$ cat config.mk
export PLATFORM = sky130hd
export DESIGN_NAME = hf_spi_cmd_rx
export DESIGN_NICKNAME = d
export VERILOG_FILES = /design/src/rtl/hf_spi_cmd_rx.sv
export SDC_FILE = /design/constraint.sdc
export NUM_CORES = 1
export LEC_CHECK = 0
export BUFFER_PORTS_ARGS = -buffer_cell sky130_fd_sc_hd__buf_2
export CAP_MARGIN = 20
export CORE_MARGIN = 1
export CORE_UTILIZATION = 55
export DETAILED_ROUTE_END_ITERATION = 6
export PLACE_DENSITY_LB_ADDON = 0.08
export SYNTH_ARGS = -nofsm -noshare
export SYNTH_HDL_FRONTEND = slang
export SYNTH_SLANG_ARGS = --single-unit
$ cat constraint.sdc
create_clock -name ck_1356meg -period 2.4 [get_ports ck_1356meg]
set_input_delay 0.36 -clock ck_1356meg [delete_from_list [all_inputs] [get_ports ck_1356meg]]
set_output_delay 0.36 -clock ck_1356meg [all_outputs]
set_load 0.01 [all_outputs]
$ cat src/rtl/hf_spi_cmd_rx.sv
// hf_spi_cmd_rx
// ----------------------------------------------------------------------------
// Receiver for the 16-bit ARM->FPGA SPI command channel of the HF image.
// The SPI pins are asynchronous to ck_1356meg.  They are oversampled through
// two-flop synchronisers.  Each frame framed by ncs is assembled MSB first and
// length-checked.  The frame is then decoded into the registered configuration
// outputs consumed by the HF mode muxing.
//
// Build option: define HF_SPI_ERRCNT_EN to add the err_count port and its
// saturating rejected-frame counter.  Without it the port is absent and all
// other behaviour is identical.
//
// Ports
//   ck_1356meg    in   sole clock, rising edge
//   rst           in   asynchronous active-high reset
//   spck          in   ARM SPI clock (async, <= f/4, each phase >= 2 ck)
//   mosi          in   ARM SPI data, MSB first (async)
//   ncs           in   ARM SPI chip select, active low (async)
//   conf_word     out  last accepted SET_CONFREG payload
//   trace_enable  out  last accepted TRACE_ENABLE bit
//   cmd_valid     out  one-cycle pulse per accepted frame
//   cmd           out  command nibble of the last accepted frame
//   cmd_data      out  low 12 bits of the last accepted frame
//   frame_err     out  one-cycle pulse per rejected frame
//   err_count     out  saturating rejected-frame count (HF_SPI_ERRCNT_EN only)
// ----------------------------------------------------------------------------
module hf_spi_cmd_rx #(
    parameter int FRAME_BITS = 16,
    parameter int CONF_BITS  = 9
) (
    input  logic                 ck_1356meg,
    input  logic                 rst,
    input  logic                 spck,
    input  logic                 mosi,
    input  logic                 ncs,
    output logic [CONF_BITS-1:0] conf_word,
    output logic                 trace_enable,
    output logic                 cmd_valid,
    output logic [3:0]           cmd,
    output logic [11:0]          cmd_data,
    output logic                 frame_err
`ifdef HF_SPI_ERRCNT_EN
    ,
    output logic [7:0]           err_count
`endif
);

    localparam int          CW               = $clog2(FRAME_BITS + 2);
    localparam logic [CW-1:0] BITS_FULL      = CW'(FRAME_BITS);
    localparam logic [CW-1:0] BITS_OVF       = CW'(FRAME_BITS + 1);
    localparam logic [3:0]  CMD_SET_CONFREG  = 4'd1;
    localparam logic [3:0]  CMD_TRACE_ENABLE = 4'd2;

    typedef enum logic [1:0] {
        IDLE  = 2'd0,
        SHIFT = 2'd1,
        DONE  = 2'd2
    } state_t;

    // ------------------------------------------------------------------
    // Synchronisers.  Bit 0 is the first flop, bit 1 the synchronised
    // value, bit 2 (spck/ncs only) the history flop for edge detection.
    // ncs resets to 1 so that reset release never looks like a frame start.
    // ------------------------------------------------------------------
    logic [2:0] spck_q;
    logic [2:0] ncs_q;
    logic [1:0] mosi_q;

    always_ff @(posedge ck_1356meg or posedge rst) begin
        if (rst) begin
            spck_q <= 3'b000;
            ncs_q  <= 3'b111;
            mosi_q <= 2'b00;
        end else begin
            spck_q <= {spck_q[1:0], spck};
            ncs_q  <= {ncs_q[1:0], ncs};
            mosi_q <= {mosi_q[0], mosi};
        end
    end

    logic spck_rise;
    logic ncs_fall;
    logic ncs_rise;
    logic mosi_s;

    assign spck_rise = spck_q[1] & ~spck_q[2];
    assign ncs_fall  = ~ncs_q[1] & ncs_q[2];
    assign ncs_rise  = ncs_q[1] & ~ncs_q[2];
    assign mosi_s    = mosi_q[1];

    // ------------------------------------------------------------------
    // State and datapath registers
    // ------------------------------------------------------------------
    state_t                state_q, state_d;
    logic [FRAME_BITS-1:0] shift_q, shift_d;
    logic [CW-1:0]         bitcnt_q, bitcnt_d;
    // Remembers an ncs fall seen during DONE so the frame is not lost.
    logic                  start_pend_q, start_pend_d;
    logic [CONF_BITS-1:0]  conf_q, conf_d;
    logic                  trace_q, trace_d;
    logic                  valid_q, valid_d;
    logic                  ferr_q, ferr_d;
    logic [3:0]            cmd_q, cmd_d;
    logic [11:0]           data_q, data_d;
`ifdef HF_SPI_ERRCNT_EN
    logic [7:0]            errcnt_q, errcnt_d;
`endif

    // State register
    always_ff @(posedge ck_1356meg or posedge rst) begin
        if (rst) begin
            state_q <= IDLE;
        end else begin
            state_q <= state_d;
        end
    end

    // Next-state logic
    always_comb begin
        state_d = state_q;
        case (state_q)
            IDLE:    if (ncs_fall || start_pend_q) state_d = SHIFT;
            SHIFT:   if (ncs_rise)                 state_d = DONE;
            DONE:    state_d = IDLE;
            default: state_d = IDLE;
        endcase
    end

    // Output / datapath logic.  The decode result is registered on the edge
    // that enters DONE.  The pulses are therefore high exactly during the
    // DONE cycle, three ck edges after the ncs pin rises.
    always_comb begin
        shift_d      = shift_q;
        bitcnt_d     = bitcnt_q;
        start_pend_d = start_pend_q;
        conf_d       = conf_q;
        trace_d      = trace_q;
        cmd_d        = cmd_q;
        data_d       = data_q;
        valid_d      = 1'b0;
        ferr_d       = 1'b0;
        case (state_q)
            IDLE: begin
                if (ncs_fall || start_pend_q) begin
                    shift_d      = '0;
                    bitcnt_d     = '0;
                    start_pend_d = 1'b0;
                end
            end
            SHIFT: begin
                // ncs rise takes priority: a coincident spck edge is dropped.
                if (ncs_rise) begin
                    if (bitcnt_q == BITS_FULL) begin
                        valid_d = 1'b1;
                        cmd_d   = shift_q[FRAME_BITS-1 -: 4];
                        data_d  = shift_q[11:0];
                        if (shift_q[FRAME_BITS-1 -: 4] == CMD_SET_CONFREG) begin
                            conf_d = shift_q[CONF_BITS-1:0];
                        end
                        if (shift_q[FRAME_BITS-1 -: 4] == CMD_TRACE_ENABLE) begin
                            trace_d = shift_q[0];
                        end
                    end else begin
                        ferr_d = 1'b1;
                    end
                end else if (spck_rise) begin
                    shift_d = {shift_q[FRAME_BITS-2:0], mosi_s};
                    // Saturates one past a full frame so overflow stays visible.
                    if (bitcnt_q != BITS_OVF) begin
                        bitcnt_d = bitcnt_q + CW'(1);
                    end
                end
            end
            DONE: begin
                if (ncs_fall) start_pend_d = 1'b1;
            end
            default: ;
        endcase
    end

`ifdef HF_SPI_ERRCNT_EN
    always_comb begin
        errcnt_d = errcnt_q;
        if (ferr_d && (errcnt_q != 8'hFF)) begin
            errcnt_d = errcnt_q + 8'd1;
        end
    end

    always_ff @(posedge ck_1356meg or posedge rst) begin
        if (rst) begin
            errcnt_q <= 8'd0;
        end else begin
            errcnt_q <= errcnt_d;
        end
    end

    assign err_count = errcnt_q;
`endif

    always_ff @(posedge ck_1356meg or posedge rst) begin
        if (rst) begin
            shift_q      <= '0;
            bitcnt_q     <= '0;
            start_pend_q <= 1'b0;
            conf_q       <= '0;
            trace_q      <= 1'b0;
            cmd_q        <= 4'd0;
            data_q       <= 12'd0;
            valid_q      <= 1'b0;
            ferr_q       <= 1'b0;
        end else begin
            shift_q      <= shift_d;
            bitcnt_q     <= bitcnt_d;
            start_pend_q <= start_pend_d;
            conf_q       <= conf_d;
            trace_q      <= trace_d;
            cmd_q        <= cmd_d;
            data_q       <= data_d;
            valid_q      <= valid_d;
            ferr_q       <= ferr_d;
        end
    end

    assign conf_word    = conf_q;
    assign trace_enable = trace_q;
    assign cmd_valid    = valid_q;
    assign cmd          = cmd_q;
    assign cmd_data     = data_q;
    assign frame_err    = ferr_q;

endmodule

Yosys cells after proc, flatten, opt, wreduce, memory -nomap -nowiden:

Index checks and enable logic that the tools add are counted.

* register bits after elaboration: 60
* input bits: 5
* logic and storage cells: 64

* add/sub/neg operators: 1
* multiplexer cells: 21
* bitwise operators: 6
* reductions and logical operators: 11
* equality and inequality tests: 12

Operators with widths (number)
* 16-bit two-way mux: 3
* 16-bit case mux with 2 select lines: 1
* 5-bit two-way mux: 4
* 2-bit != test (second input constant): 6
* 4-bit AND reduction: 3
* 5-bit case mux with 2 select lines: 1
* 1-bit two-way mux: 8
* 3-bit AND reduction: 2
* 5-bit by 1-bit adder with 5-bit output (second input constant): 1
* 5-bit equality test (second input constant): 1
* 5-bit != test (second input constant): 1
* 5-bit AND reduction: 1
* 4-bit by 1-bit equality test with 1-bit output (second input constant): 1
* 4-bit by 2-bit equality test with 1-bit output (second input constant): 1
* 2-bit two-way mux: 2
* 2-bit case mux with 2 select lines: 1
* 2-bit nonzero test: 2
* 1-bit bitwise AND: 3
* 1-bit inverter: 3
* 2-bit by 1-bit equality test with 1-bit output (second input constant): 1
* 2-bit equality test (second input constant): 1
* 2-bit zero test: 1
* 1-bit case mux with 2 select lines: 1
* 2-bit AND reduction: 1
* 1-bit logical OR: 1

Logic depth before layout (Yosys ltp):

Gate-level depths: netlist (run 1).

* word-level depth: 5
* mapped depth: 6
* mapped depth without buffers: 5

Least setup slack after synthesis (run 1):

Ideal clock, no wire load.

* kind: register to register
* start point: reg ncs_q[1]
* end point: reg conf_q[0] (netlist: conf_word[0])
* library setup time: 0.125 ns
* clock period less this slack: 2.002 ns
* buffers on the path: 1
* arrival time: 1.877 ns
* stages on the path, launching flop included: 6
* slack: 0.398 ns
* required time: 2.275 ns
* cell sequence: dfstp_2 and2b_1 nand4_4 or4_1 buf_6 mux2_4

* longest elaborated chain between the ends: 2

RTL lines
* from (decl): RTL line 66 `logic [2:0] ncs_q;`
* from (signal assigned): RTL line 76 `ncs_q <= {ncs_q[1:0], ncs};`
* 1-bit bitwise AND: RTL line 88 `assign ncs_rise = ncs_q[1] & ~ncs_q[2];`
* 4-bit AND reduction (no source line)
* to (signal assigned): RTL line 215 `conf_q <= conf_d;`
* to (decl): RTL line 99 `logic [CONF_BITS-1:0] conf_q, conf_d;`

No other way between the ends.
A chain may end at the register's enable or synchronous reset.

Final worst setup path (run 1):

* start point: reg ncs_q[1]
* end point: reg conf_q[7] (netlist: conf_word[7])

Same word-level chain as after synthesis.

==> results of run 1 <==
-- cells in the final DEF, fill, tap and decap left out --
master | synthesis | final
dfrtp_1 | 57 | 57
buf_2 | 0 | 32
nand2_1 | 20 | 20
mux2_2 | 17 | 17
nand3_1 | 16 | 16
o21ai_1 | 10 | 11
clkbuf_8 | 0 | 11
mux2_4 | 9 | 9
o21ai_0 | 8 | 7
buf_4 | 1 | 6
inv_1 | 6 | 5
nor2_1 | 3 | 3
nand2b_1 | 3 | 3
nor4_1 | 3 | 3
ha_1 | 3 | 3
dfstp_2 | 3 | 3
and2b_1 | 2 | 2
and2_1 | 2 | 2
a21oi_1 | 2 | 2
clkinv_2 | 0 | 2
clkbuf_1 | 6 | 2
nor2b_1 | 1 | 1
or4b_1 | 1 | 1
and2_0 | 1 | 1
nor3b_4 | 1 | 1
a22oi_1 | 1 | 1
nor3_1 | 1 | 1
o21bai_1 | 1 | 1
o2bb2ai_1 | 1 | 1
nor4b_1 | 1 | 1
nor3b_1 | 1 | 1
a211o_1 | 1 | 1
nand3b_1 | 1 | 1
xor2_1 | 1 | 1
nand4_4 | 1 | 1
or4_1 | 1 | 1
mux2i_1 | 1 | 1
inv_2 | 0 | 1
buf_12 | 0 | 1
-- cell type report --
cell class / instances / area share (%)
Inverter: 6 / 0.796
Tap cell: 50 / 2.21
Clock buffer: 13 / 5.61
Timing Repair Buffer: 39 / 7.96
Clock inverter: 2 / 0.354
Sequential cell: 60 / 53.2
Multi-Input combinational cell: 114 / 29.9
-- cell usage after synthesis (all sizes together) --
cell | count | area share, %
o21ai | 18 | 3.7
nor4b | 1 | 0.36
and2 | 3 | 0.77
nand3 | 16 | 3.3
nor3 | 1 | 0.21
nand4 | 1 | 0.88
a211o | 1 | 0.36
or4b | 1 | 0.41
or4 | 1 | 0.31
dfrtp | 57 | 59
dfstp | 3 | 3.3
clkbuf | 6 | 0.93
o21bai | 1 | 0.31
a21oi | 2 | 0.41
ha | 3 | 1.5
mux2i | 1 | 0.41
mux2 | 26 | 13
nor2 | 3 | 0.46
nand3b | 1 | 0.31
buf | 4 | 1.1
nor2b | 1 | 0.26
nor3b | 2 | 1.1
inv | 6 | 0.93
and2b | 2 | 0.62
nand2 | 20 | 3.1
a22oi | 1 | 0.31
nand2b | 3 | 0.77
o2bb2ai | 1 | 0.36
nor4 | 3 | 0.77
xor2 | 1 | 0.36
-- sequential cells by signal, indices dropped and copies added, names as in the netlist --
register,cells
trace_enable,1
bitcnt_q,5
cmd,4
spck_q,3
frame_err,1
cmd_data,12
state_q,2
conf_word,9
start_pend_q,1
cmd_valid,1
shift_q,16
mosi_q,2
ncs_q,3
-- final timing paths --
path,slack (ps),to,from,cells after the start
max in group asynchronous,1810,shift_q[5],rst,3
worst max register to register,210,conf_word[7],ncs_q[1],4
worst min register to register,350,mosi_q[1],mosi_q[0],0
worst min-delay path,50,shift_q[9],rst,2
min in group ck_1356meg,130,ncs_q[0],ncs,1
worst max-delay path,210,conf_word[7],ncs_q[1],4
-- where the power goes --
part           switching (µW)  internal, µW  total [µW]  leakage [µW]
Sequential               69.0          1080        1150      0.000810
Clock                     360           422         782     0.0000893
Combinational             238           115         353      0.000562
Total                     667          1620        2280       0.00146
-- kinds of logic (layout without fill, tap and decap cells) --
logic type,Yosys count,after routing,synth area share (%)
compound gates,24,24,5.48
simple gates,59,59,13.6
xor+xnor,1,1,0.362
mux,27,27,13.9
flops,60,60,62.1
fa+ha+maj,3,3,1.55
buf+inv,16,60,2.94
-- critical path, stage by stage, from the launching register on --
cell,delay [ps]
dfstp_2,540
and2b_1,250
nand4_4,120
or4_1,760
mux2_4,400
-- layer usage --
layer	share of wire, %	vias up
met5	0	-
met4	1.9	0
met3	3.5	5
met2	50	34
met1	45	765
li1	-	733
-- per-stage QoR --
stage / power, µW / util, % / instance area (µm²) / setup WS [ps]
after floorplan: 1410 / - / 2420 / 398
after global placement: 1500 / 64.7 / 2660 / 259
after detailed placement: 1520 / 64.7 / 2660 / 235
after CTS: 2310 / 68.8 / 2830 / 208
after global routing: 2410 / 68.8 / 2830 / 143
final: 2280 / 68.8 / 2830 / 214
==> results.sh, run 1 <==
export IMPL_setup_viol=0
export IMPL_maxCapViolations=0
export IMPL_syn_inst=190
export IMPL_min_period_ps=2190
export IMPL_crit_type="reg -> reg"
export IMPL_fmax_mhz=457
export IMPL_syn_nets=198
export IMPL_syn_area_mm2=0.00242
export IMPL_clockBufferDepth=2
export IMPL_fin_setup_tns_ps=0
export IMPL_hold_viol=0
export IMPL_final_setup_skew_ps=8.48
export IMPL_status="completed"
export IMPL_slew_violations=0
export IMPL_dpl_hpwl_um=2890
export IMPL_htree_levels=3
export IMPL_relSlewSlack_pct=64.3
export IMPL_wl_um=4270
export IMPL_use_met3_pct=8.00
export IMPL_synth_seq_cells=60
export IMPL_firstDrtPassIters=5
export IMPL_clock_sinks=60
export IMPL_globalplace_congestion=0.838
export IMPL_cts_root_buf="clkbuf_8"
export IMPL_min_path_type="in -> async"
export IMPL_multi_input_area_um2=846
export IMPL_met1_usage_pct=25.5
export IMPL_final_nets=238
export IMPL_die_x_um=68.4
export IMPL_timing_final_crit_share_pct=91.1
export IMPL_post_cts_resized=0
export IMPL_critPathLaunchType="flip-flop"
export IMPL_fin_cells=284
export IMPL_path_max_fanout=9
export IMPL_ys_types=36
export IMPL_cts_tree="yes"
export IMPL_yosysSeqAreaShare_pct=62.1
export IMPL_clkTransAtPathRegs_ps=70
export IMPL_leakage_uw=0.00146
export IMPL_worst_pin_slew_ps=535
export IMPL_n_fill_cell=307
export IMPL_postCtsSetupRepairBufs=0
export IMPL_hold_buffers=0
export IMPL_vias=1537
export IMPL_drt_wirelength_per_cell_um=15.0
export IMPL_drive_gt1_share_pct=35.9
export IMPL_core_mm2=0.00412
export IMPL_floorplan_initialDensity_pct=58.9
export IMPL_drt_iter0_drc=82
export IMPL_dieArea_mm2=0.00467
export IMPL_dp_cells=269
export IMPL_ff_latch_area_mm2=0.00151
export IMPL_track_usage_pct=21.9
export IMPL_dieHeight_um=68.4
export IMPL_worstSkewPairLatency_ps=330
export IMPL_grt_busiest_layer="met2"
export IMPL_whs_ps=49.1
export IMPL_cp_arrival_ps=2400
export IMPL_grt_pass1_vias=1514
export IMPL_drc=0
export IMPL_viasPerCell=5.41
export IMPL_grt_overflow_total=0
export IMPL_ys_warn_count=0
export IMPL_use_met2_pct=35.4
export IMPL_portBuffers=32
export IMPL_rsz0062_at_grt="false"
export IMPL_crit_path_end_kind="flip-flop"
export IMPL_antenna_found_initial=0
export IMPL_powerDensity_mw_per_mm2=807
export IMPL_syn_avg_cell_area_um2=12.7
export IMPL_ios=33
export IMPL_grt_pass1_wl_um=7020
export IMPL_ant_nets=0
export IMPL_num_rows=23
export IMPL_area_delta_synth_final_pct=16.8
export IMPL_diodes=0
export IMPL_irDropWorstVdd_uv=513
export IMPL_grt_max_degree=38
export IMPL_cts_buffers=9
export IMPL_cp_required_ps=2610
No activity file was read; power rests on OpenSTA's default activity.
==> run 2, diff against run 1 <==
--- a/config.mk
+++ b/config.mk
@@ -8,7 +8,7 @@
 export BUFFER_PORTS_ARGS = -buffer_cell sky130_fd_sc_hd__buf_2
 export CAP_MARGIN = 20
 export CORE_MARGIN = 1
-export CORE_UTILIZATION = 55
+export CORE_UTILIZATION = 43
 export DETAILED_ROUTE_END_ITERATION = 6
 export PLACE_DENSITY_LB_ADDON = 0.08
 export SYNTH_ARGS = -nofsm -noshare
==> constraint.sdc (replaced) <==
create_clock -name ck_1356meg -period 2.2 [get_ports ck_1356meg]
set_input_delay 0.33 -clock ck_1356meg [delete_from_list [all_inputs] [get_ports ck_1356meg]]
set_output_delay 0.33 -clock ck_1356meg [all_outputs]
set_load 0.01 [all_outputs]
==> run 2 against run 1 <==
  * Flip-flop and latch count is the same
  * Global-route usage shrank 5.2 points
  * Clock power grew 20%
  * Non-clock buffer count grew 1
  * Maximum frequency grew 7.3%
  * Hold slack lost 7.8 ps
  * Clock-buffer cell count is the same
  * Critical path type unchanged
==> results.sh, run 2 (synthesized netlist as in run 1, its figures left out) <==
export IMPL_powerDensity_mw_per_mm2=897
export IMPL_fin_setup_tns_ps=0
export IMPL_die_x_um=77.1
export IMPL_wl_um=4380
export IMPL_utilization_pct=54.6
export IMPL_diodes=0
export IMPL_r2r_end="shift_q[2]"
export IMPL_core_mm2=0.00527
export IMPL_regToRegSetupSlack_ps=160
export IMPL_final_setup_skew_ps=9.58
export IMPL_drive_gt1_share_pct=35.7
export IMPL_hold_viol=0
export IMPL_status="completed"
export IMPL_cts_root_buf="clkbuf_8"
export IMPL_clockBufferDepth=2
export IMPL_whs_ps=41.3
export IMPL_slew_violations=0
export IMPL_timing_final_crit_share_pct=92.7
export IMPL_dieArea_mm2=0.00594
export IMPL_critPathLaunchType="flip-flop"
export IMPL_htree_levels=3
export IMPL_grt_pass1_vias=1553
export IMPL_grt_pass1_wl_um=7420
export IMPL_area_delta_synth_final_pct=18.8
export IMPL_fmax_mhz=491
export IMPL_final_common_cell="dfrtp_1"
export IMPL_portBuffers=32
export IMPL_crit_type="reg -> reg"
export IMPL_min_path_type="in -> async"
export IMPL_grt_overflow_total=0
export IMPL_irDropWorstVdd_uv=594
export IMPL_setup_viol=0
export IMPL_dieHeight_um=77.1
export IMPL_cp_arrival_ps=2280
export IMPL_reg2reg_depth=5
export IMPL_path_max_fanout=16
export IMPL_largest_reg_flops=16
export IMPL_cp_required_ps=2440
export IMPL_mostFrequentLayoutCells="57 x dfrtp_1, 32 x buf_2, 20 x nand2_1, 17 x mux2_2, 16 x nand3_1"
export IMPL_final_nets=239
export IMPL_worst_pin_slew_ps=537
export IMPL_worstSkewPairLatency_ps=330
export IMPL_dpl_hpwl_um=3020
export IMPL_drt_wirelength_per_cell_um=14.4
export IMPL_floorplan_initialDensity_pct=46.0
export IMPL_cts_tree="yes"
export IMPL_clkTransAtPathRegs_ps=70
export IMPL_post_cts_resized=0
export IMPL_firstDrtPassIters=4
export IMPL_min_period_ps=2040
export IMPL_globalplace_congestion=0.771
export IMPL_crit_path_end_kind="flip-flop"
export IMPL_drc=0
export IMPL_clock_sinks=60
export IMPL_num_rows=26
export IMPL_ant_nets=0
export IMPL_leakage_uw=0.00147
export IMPL_cts_buffers=9
export IMPL_relSlewSlack_pct=64.1
export IMPL_ios=33
export IMPL_vias=1568
export IMPL_antenna_found_initial=0
export IMPL_grt_max_degree=37
export IMPL_n_fill_cell=467
export IMPL_postCtsSetupRepairBufs=0
export IMPL_viasPerCell=5.14
export IMPL_track_usage_pct=16.7
export IMPL_rsz0062_at_grt="false"
export IMPL_r2r_start="ncs_q[2]"
export IMPL_maxCapViolations=0
export IMPL_hold_buffers=0
export IMPL_drt_iter0_drc=71
export IMPL_regMostFlops="shift_q"
## run 2: cell types whose count changed in the layout (fill, tap and decap cells not counted)
cell | before | now
buf_4 | 6 | 7
clkinv_2 | 2 | 1
bufinv_16 | 0 | 1
clkbuf_1 | 2 | 3
clkbuf_8 | 11 | 10
## run 2: worst max-delay path, stage by stage, from the launching register on
cell and delay, ps:
dfstp_2 520, and2b_1 240, or4b_1 580, and2_0 220, buf_4 190, o21ai_0 190
## run 2: per-layer routing
metal | share of wire, % | up-vias | GRT usage [%]
li1 | - | 738 | -
met1 | 47 | 782 | 21.3
met2 | 47 | 41 | 25.1
met3 | 4.0 | 7 | 6.07
met4 | 1.5 | 0 | 8.30
met5 | 0 | - | 0
## run 2: area by class of cell
type / count / area [µm²] / share of cell area (%)
timing repair buffer: 40 / 233 / 8.09
clock inverter: 2 / 35.0 / 1.22
sequential: 60 / 1510 / 52.3
clock buffer: 13 / 149 / 5.17
inverter: 6 / 22.5 / 0.783
tap: 70 / 87.6 / 3.04
multi-input combinational: 114 / 846 / 29.4
## run 2: where the power goes
| part | leakage, µW | internal (µW) | switching, µW |
|---|---|---|---|
| logic | 0.000567 | 130 | 258 |
| registers | 0.000810 | 1180 | 75.8 |
| clock network | 0.0000935 | 547 | 391 |
| total | 0.00147 | 1860 | 725 |
## run 2: worst max-delay path by stage
| stage | from | end | slack [ps] | depth (start not counted) |
|---|---|---|---|---|
| after floorplan | ncs_q[1] | conf_word[0] | 200 | 5 |
| after CTS | ncs_q[2] | shift_q[2] | 140 | 5 |
| after global placement | ncs_q[1] | conf_word[3] | 200 | 5 |
| final | ncs_q[2] | shift_q[2] | 160 | 5 |
| after global routing | ncs_q[2] | shift_q[2] | 30 | 5 |
| after detailed placement | ncs_q[2] | shift_q[2] | 170 | 5 |
## run 2: stage by stage
stage                     total power [µW]  setup slack (ps)  cell area (µm²)  std cells
after floorplan                       1540               198             2420        190
after CTS                             2610               145             2880        305
after global placement                1640               201             2690        290
final                                 2580               162             2880        305
after detailed placement              1660               165             2690        290
after global routing                  2720              34.7             2880        305
==> run 3, diff against run 2 <==
==> constraint.sdc (replaced) <==
create_clock -name ck_1356meg -period 2.1 [get_ports ck_1356meg]
set_input_delay 0.315 -clock ck_1356meg [delete_from_list [all_inputs] [get_ports ck_1356meg]]
set_output_delay 0.315 -clock ck_1356meg [all_outputs]
set_load 0.01 [all_outputs]
==> run 3 against run 2 <==
  * Highest routed layer unchanged
  * Combinational power up 5.9%
  * Worst setup slack got worse by 51 ps
  * Largest cell class unchanged
  * Power is 7.1% higher
  * Sequential power is 6% higher
  * Sequential share of layout area is 0.74 points lower
  * Non-clock buffer count did not move
  * Core utilization increased by 0.83 points
  * Via count shrank 0.51%
  * Global-route usage increased by 0.51 points
==> results.sh, run 3 (synthesized netlist as in run 1, its figures left out) <==
export IMPL_dieHeight_um=77.1
export IMPL_wl_um=4500
export IMPL_whs_ps=26.0
export IMPL_final_nets=239
export IMPL_timing_final_crit_share_pct=94.8
export IMPL_irDropWorstVdd_uv=531
export IMPL_die_x_um=77.1
export IMPL_hold_viol=0
export IMPL_crit_path_end_kind="flip-flop"
export IMPL_portBuffers=32
export IMPL_firstDrtPassIters=4
export IMPL_ios=33
export IMPL_r2r_end="conf_word[7]"
export IMPL_cp_required_ps=2310
export IMPL_mostFrequentLayoutCells="56 x dfrtp_1, 32 x buf_2, 20 x nand2_1, 17 x mux2_2, 16 x nand3_1"
export IMPL_slew_violations=0
export IMPL_dpl_hpwl_um=3100
export IMPL_htree_levels=3
export IMPL_grt_pass1_vias=1608
export IMPL_drt_iter0_drc=72
export IMPL_worst_pin_slew_ps=538
export IMPL_crit_type="reg -> reg"
export IMPL_final_setup_skew_ps=8.73
export IMPL_largest_reg_flops=16
export IMPL_fin_setup_tns_ps=0
export IMPL_clock_sinks=60
export IMPL_regToRegSetupSlack_ps=110
export IMPL_placed_area_mm2=0.00271
export IMPL_floorplan_initialDensity_pct=46.0
export IMPL_post_route_cell_area_mm2=0.00292
export IMPL_worstSkewPairLatency_ps=330
export IMPL_area_delta_synth_final_pct=20.6
export IMPL_cts_tree="yes"
export IMPL_cts_buffers=9
export IMPL_powerDensity_mw_per_mm2=946
export IMPL_cp_arrival_ps=2200
export IMPL_min_path_type="in -> async"
export IMPL_rsz0062_at_grt="false"
export IMPL_relSlewSlack_pct=64.1
export IMPL_leakage_uw=0.00149
export IMPL_viasPerCell=5.10
export IMPL_globalplace_congestion=0.746
export IMPL_power_uw=2760
export IMPL_path_max_fanout=9
export IMPL_maxCapViolations=0
export IMPL_r2r_start="bitcnt_q[3]"
export IMPL_dp_cells=290
export IMPL_critPathLaunchType="flip-flop"
export IMPL_core_mm2=0.00527
export IMPL_min_period_ps=1990
export IMPL_reg2reg_depth=5
export IMPL_grt_max_degree=38
export IMPL_diodes=0
export IMPL_ant_nets=0
export IMPL_fmax_mhz=503
export IMPL_grt_overflow_total=0
export IMPL_cts_root_buf="clkbuf_8"
export IMPL_track_usage_pct=17.2
export IMPL_clockBufferDepth=2
export IMPL_status="completed"
export IMPL_setup_viol=0
export IMPL_dieArea_mm2=0.00594
export IMPL_postCtsSetupRepairBufs=0
export IMPL_clkTransAtPathRegs_ps=70
export IMPL_drc=0
export IMPL_num_rows=26
export IMPL_antenna_found_initial=0
export IMPL_vias=1560
export IMPL_drt_wirelength_per_cell_um=14.7
export IMPL_grt_pass1_wl_um=7780
export IMPL_regMostFlops="shift_q"
export IMPL_drive_gt1_share_pct=38.6
export IMPL_fin_cells=306
export IMPL_final_common_cell="dfrtp_1"
[run 3: changes by cell type in the layout (fill, tap and decap cells not counted), sizes merged]
cell      delta
clkbuf       -1
clkinv       +1
clkinvlp     +1
[run 3: repair_timing]
item / 4_1_cts / 5_1_grt
gates resized for setup: 0 / 4
setup endpoints to repair: 0 / 13
hold buffers: 0 / 0
[run 3: critical path, stage by stage (launching register included)]
cell and delay, ps:
dfrtp_1 440, nor3b_4 310, nand4_4 130, or4_1 470
buf_4 210, mux2_4 310
[run 3: worst max path at each step]
stage	endpoint	depth (start not counted)	slack, ps	from
final	conf_word[7]	5	110	bitcnt_q[3]
after global routing	conf_word[7]	5	4	bitcnt_q[3]
after CTS	shift_q[4]	5	50	ncs_q[2]
after detailed placement	conf_word[8]	5	70	ncs_q[1]
after global placement	conf_word[2]	5	110	ncs_q[1]
after floorplan	conf_word[0]	5	100	ncs_q[1]
[run 3: through the flow]
stage / utilization [%] / worst slack (ps)
floorplan: - / 98.2
global placement: 51.4 / 108
detailed placement: 51.4 / 67.1
CTS: 55.2 / 49.9
global route: 55.4 / 4.46
finish: 55.4 / 110
[run 3: metal layers]
metal | vias to the layer above | share of wire (%) | global-route usage [%]
li1 | 737 | - | -
met1 | 778 | 46 | 22.4
met2 | 35 | 49 | 26.3
met3 | 10 | 3.3 | 3.45
met4 | 0 | 2.1 | 11.1
met5 | - | 0 | 0
[run 3: layout make-up]
type	instances	area, µm²
tap	70	87.6
fill	474	2350
inverter	6	22.5
timing repair buffer	40	245
clock inverter	4	47.5
sequential	60	1510
clock buffer	12	155
multi-input combinational	114	857
[run 3: power breakdown]
part           switching (µW)  internal (µW)
registers                83.0           1240
logic                     271            139
clock network             426            609
total                     780           1980
